==> config.mk <==
export PLATFORM = sky130hd
export DESIGN_NAME = elastic_skid
export DESIGN_NICKNAME = d
export VERILOG_FILES = /design/src/rtl/elastic_pkg.sv /design/src/rtl/elastic_en_reg.sv /design/src/rtl/elastic_skid.sv
export SDC_FILE = /design/constraint.sdc
export NUM_CORES = 1
export LEC_CHECK = 0
export BUFFER_PORTS_ARGS = -buffer_cell sky130_fd_sc_hd__buf_2
export CAP_MARGIN = 5
export CORE_UTILIZATION = 45
export DETAILED_ROUTE_END_ITERATION = 16
export PLACE_DENSITY_LB_ADDON = 0.12
export SLEW_MARGIN = 10
export SYNTH_ARGS = -nofsm -noshare
export SYNTH_HDL_FRONTEND = slang
export SYNTH_SLANG_ARGS = --single-unit
==> constraint.sdc <==
create_clock -name clk_i -period 2.3 [get_ports clk_i]
set_input_delay 0.23 -clock clk_i [delete_from_list [all_inputs] [get_ports clk_i]]
set_output_delay 0.23 -clock clk_i [all_outputs]
set_load 0.01 [all_outputs]
==> src/rtl/elastic_pkg.sv <==
// Shared types for the elastic skid stage: state encoding and reset state.
package elastic_pkg;

   typedef enum logic [1:0] {
      EMPTY = 2'd0,
      BUSY  = 2'd1,
      FULL  = 2'd2
   } elastic_state_e;

   localparam elastic_state_e elastic_state_reset_lp = EMPTY;

endpackage

==> src/rtl/elastic_en_reg.sv <==
// Enable register for the skid stage datapath; async clear only when datapath_reset_p=1.
module elastic_en_reg #(
   parameter int width_p          = 8,
   parameter bit datapath_reset_p = 1'b0
) (
   input  logic               clk_i,
   input  logic               reset_ni,
   input  logic               en_i,
   input  logic [width_p-1:0] d_i,
   output logic [width_p-1:0] q_o
);

   logic [width_p-1:0] data_q;

   if (datapath_reset_p) begin : g_rst
      always_ff @(posedge clk_i or negedge reset_ni) begin
         if (!reset_ni)  data_q <= '0;
         else if (en_i)  data_q <= d_i;
      end
   end else begin : g_norst
      // Data flops stay reset-free; reset is still a port so both variants share one interface.
      logic unused_reset;
      assign unused_reset = reset_ni;
      always_ff @(posedge clk_i) begin
         if (en_i) data_q <= d_i;
      end
   end

   assign q_o = data_q;

endmodule

==> src/rtl/elastic_skid.sv <==
// Full-throughput valid/ready skid stage: main register drives data_o, skid absorbs
// the one extra word accepted while ready_o is still registered high.
module elastic_skid
   import elastic_pkg::*;
#(
   parameter int width_p          = 8,
   parameter bit datapath_reset_p = 1'b0
) (
   input  logic               clk_i,
   input  logic               reset_ni,
   input  logic               valid_i,
   output logic               ready_o,
   input  logic [width_p-1:0] data_i,
   output logic               valid_o,
   input  logic               ready_i,
   output logic [width_p-1:0] data_o
);

   elastic_state_e     state_q, state_d;
   logic               valid_q, ready_q;
   logic               in_fire, out_fire;
   logic               main_en, skid_en;
   logic [width_p-1:0] main_d, main_q, skid_q;

   assign in_fire  = valid_i & ready_q;
   assign out_fire = valid_q & ready_i;

   always_comb begin
      state_d = state_q;
      main_en = 1'b0;
      skid_en = 1'b0;
      main_d  = data_i;
      case (state_q)
         EMPTY: if (in_fire) begin
            state_d = BUSY;
            main_en = 1'b1;
         end
         BUSY: begin
            if (in_fire && out_fire) begin
               main_en = 1'b1;
            end else if (in_fire) begin
               state_d = FULL;
               skid_en = 1'b1;
            end else if (out_fire) begin
               state_d = EMPTY;
            end
         end
         FULL: if (out_fire) begin
            state_d = BUSY;
            main_en = 1'b1;
            main_d  = skid_q;
         end
         default: state_d = EMPTY;
      endcase
   end

   // Handshake outputs are flopped from next state so ready_i never reaches ready_o combinationally.
   always_ff @(posedge clk_i or negedge reset_ni) begin
      if (!reset_ni) begin
         state_q <= elastic_state_reset_lp;
         valid_q <= 1'b0;
         ready_q <= 1'b0;
      end else begin
         state_q <= state_d;
         valid_q <= (state_d != EMPTY);
         ready_q <= (state_d != FULL);
      end
   end

   elastic_en_reg #(.width_p(width_p), .datapath_reset_p(datapath_reset_p)) u_main (
      .clk_i    (clk_i),
      .reset_ni (reset_ni),
      .en_i     (main_en),
      .d_i      (main_d),
      .q_o      (main_q)
   );

   elastic_en_reg #(.width_p(width_p), .datapath_reset_p(datapath_reset_p)) u_skid (
      .clk_i    (clk_i),
      .reset_ni (reset_ni),
      .en_i     (skid_en),
      .d_i      (data_i),
      .q_o      (skid_q)
   );

   assign valid_o = valid_q;
   assign ready_o = ready_q;
   assign data_o  = main_q;

endmodule

# Yosys cells after proc, flatten, opt, wreduce, memory -nomap -nowiden
# Cells that the tools add are included.
# totals
regBits	20
in_bits	12
output_inout_bits	10
elab_cells	27
# classes
n_eq_ne	3
muxes	14
bitwise	2
reduce_logical	3
# ops
op	n
$mux 8	2
$mux 2	5
$pmux 2 s3	1
$mux 1	5
$pmux 1 s3	1
$and 1x1->1	2
$eq 2x1->1 const B	1
$eq 2x2->1 const B	1
$logic_not 2->1	1
$ne 2x2->1 const B	1
$reduce_bool 2->1	1
$logic_and 1x1->1	1

# Longest topological paths before layout
# logic_depth
word_depth	6
mapped_depth	3
mapped_depth_nobuf	3

# By module
# A second synthesis with hierarchy kept.
# unflattened
cells_unflattened	41
hier_area_um2	773.2
# by_module_without_submodules
module	instances	cells_each	area_each_um2	seq_area_each_um2
elastic_en_reg	2	8	240.2	240.2
elastic_skid	1	25	292.8	100.1

# Least setup slack after synthesis
# OpenSTA, ideal clock, no wires.
# synth_path
kind	register -> register
start	reg valid_q (netlist: valid_o)
end	reg u_skid.data_q[0] (netlist: u_skid.q_o[0]), enable pin
setup_ps	383
t_arrival_ps	1243
required_ps	1917
setup_slack_ps	673
path_stages_with_launch	4
n_path_buf	0
period_less_slack_ps	1627
cell_sequence	dfrtp_1 -> nand2_1 -> nand2_1 -> nor3_1
# synth_via
elab_chain_cells	4
# synth_rtl
item	line	source
start, declared	elastic_skid.sv:20	logic valid_q, ready_q;
start signal, assigned	elastic_skid.sv:65	valid_q <= (state_d != EMPTY);
$and 1x1->1	elastic_skid.sv:26	assign out_fire = valid_q & ready_i;
$logic_and 1x1->1	elastic_skid.sv:39	if (in_fire && out_fire) begin
$mux 1	elastic_skid.sv:39	
$mux 1	elastic_skid.sv:33	case (state_q)
net skid_en	elastic_skid.sv:22	logic main_en, skid_en;
end signal, assigned	elastic_en_reg.sv:25	if (en_i) data_q <= d_i;
end, declared	elastic_en_reg.sv:13	logic [width_p-1:0] data_q;
# The timed path passes the listed nets, and every way through them passes these cells.
# A chain may end at the register's enable or synchronous reset.

# Worst setup path after layout
# layout_path
start	reg valid_q (netlist: valid_o)
end	reg u_skid.data_q[6] (netlist: u_skid.q_o[6]), enable pin
# The elaborated chain is that of the path after synthesis.

==> metrics.txt <==
run status=complete, but fails checks; failing checks=design-rule violations; worst path cell trace=nand2_1, nand2_1, nor3_1, buf_4; Antenna Nets Post-Route=0; 1st-iter DRT viols=9; cell row count=14; Core Area=1577 µm²; leading area contributor after synthesis=edfxtp_1; Global Route Usage Sum=16.21%; Worst-Margin Slew=between 0.5 and 0.6 ns; Final Setup Violations=0; Port Buf Inserts=21; DR pass1 iterations=10; clock net sink count=20; root buf cell=clkbuf_4; first-pass GRT wire length=around 2100 µm; Syn Std Cell Area=787.0 µm²; Die Y=43.82 µm; crit end category=flip-flop; most frequent cells in the layout=buf_2 (21), edfxtp_1 (16), mux2_2 (8); critical path type=flip-flop to flip-flop; Clock Skew=0.008797 ns; hold slack=0.1038 ns; share of cells above drive strength 1=50.00%; Layout area overhead=24.80%; TritonCTS buffer count=3; ANT cells=0; critical path required time=2.33 ns; overall power consumption=between 1 and 1.5 mW; worst hold stages=1; Nets=85; Fin Setup TNS=0 ns; die area=1920 µm²; Synth Net Count=57; RSZ-0062 raised after global routing=no; Post-Place Setup Slack=between 0.7 and 0.8 ns; via/cell ratio=5.557; HP Class=input port to flip-flop; Yosys top cell area share=61.05%; Bufs and invs on worst path=1; maximum clock rate=~0.6 GHz; Worst Reg2Reg Path Length in Cells=4; CP Max Fanout=6; Via Count=489; Final min period=roughly 1.6 ns; Max Cap Viol=0; Critical Path Max Stage Delay=0.43 ns; worst skew pair latency=0.30 ns; Hold Fails Final Rpt=0; initial antenna violation count=0; Top Ports=22; CTS tree=built; setup ws final=between 0.6 and 0.7 ns; drt wl/cell=approximately 15 µm; final core utilization=62.30%; pin count of the biggest net entering global routing=13; Critical Path Stages=4; IR drop worst, VDD=0.0006405 V; sequential-to-total area share from yosys stat=73.77%; P_leak=roughly 0.4 nW; global route overflow=0; Yosys reg bits=20; Power Density=1151 nW/µm²; Post-CTS Setup Bufs=0; initial core utilization=49.92%; H-Tree Depth=1; Clock transition at path regs=approximately 0.12 ns; die width=43.82 µm; CP arrival=1.66 ns; most common cell after layout, fill and taps aside=buf_2; Crit path top cell by count=nand2_1; Max Slew Vio Count=0; vias in the first global route=461; Remaining DRCs=2; Syn Inst Count=45; Crit-path slowest cell=dfrtp_1; Synth warnings=0; Avg Inst Size Synth=about 17 µm²; post-CTS sizing=0; routability cong.=0.6734; Synth area leaders=edfxtp_1 (61%), dfrtp_1 (13%), mux2_2 (11%); Distinct cells, synth=14; Worst Setup Start Kind=flip-flop; worst reg-to-reg setup slack=approximately 0.66 ns; Max Root-Sink Buffers=2; routed wire length=1321 µm; DP Wirelength=around 930 µm; period utilization=between 70% and 80%; CP delay by family, top=simple AND/OR/NAND/NOR gates; Slew Limit Headroom=63.36%
-- cell type report --
class	instances	area (µm²)
clock inverter	1	30.03
clock buffer	3	22.52
sequential	20	580.6
tap	16	20.02
timing repair buffer	23	122.6
fill	116	594.3
multi-input combinational	25	206.4
-- power breakdown --
| part | switching, mW | leakage (nW) | total [mW] | internal, mW |
|---|---|---|---|---|
| Sequential | 0.0581 | 0.196 | 0.578 | 0.520 |
| Clock | 0.109 | 0.0279 | 0.285 | 0.176 |
| Combinational | 0.151 | 0.181 | 0.267 | 0.116 |
-- stage by stage --
stage	instance area, µm²	instances
2_1_floorplan	787.0	45
3_3_place_gp	919.6	83
3_5_place_dp	919.6	83
4_1_cts	982.2	88
5_1_grt	982.2	88
6_report	982.2	88
-- cell families (layout without fill, tap and decap cells) --
| logic type | Yosys count | count (layout) | share of synthesized area, % |
|---|---|---|---|
| DFF | 20 | 20 | 73.77 |
| and+or+nand+nor | 14 | 14 | 11.92 |
| muxes | 8 | 8 | 11.45 |
| AOI/OAI and AO/OA | 3 | 3 | 2.861 |
| buffers and inverters | 0 | 27 | 0 |
-- synth_stat cells --
library cell / number
nor3_1: 1
or3_1: 1
mux2_2: 8
or2b_1: 1
nand4b_4: 1
nand3_1: 1
o21ai_0: 1
and2_1: 1
edfxtp_1: 16
nand2_1: 6
a21boi_0: 1
dfrtp_1: 4
nand4b_1: 2
o31a_2: 1
-- layer usage --
layer	wire [µm]	global-route usage, %
met1	623	21.45
met2	630	23.58
met3	58	6.250
met4	9	7.500
met5	0	0
-- path summary, 6_finish.rpt --
| path | end | startpoint |
|---|---|---|
| max | u_skid.q_o[6] | valid_o |
| min | u_skid.q_o[3] | data_i[3] |
| max reg2reg | u_skid.q_o[6] | valid_o |
| min reg2reg | u_main.q_o[6] | u_skid.q_o[6] |
| max in group asynchronous | valid_o | reset_ni |
| min in group asynchronous | ready_o | reset_ni |
-- timing repair --
| action | in CTS | in global routing |
|---|---|---|
| endpoints found under the hold margin | 4 | 0 |
| endpoints found under the setup margin | 0 | 0 |
| hold buffers | 1 | 0 |
-- sequential cells by signal (all words and copies together), names as in the netlist --
signal and cells:
u_main.q_o 8, valid_o 1, u_skid.q_o 8, state_q 2
ready_o 1
Power figures use the tool's default switching activity.
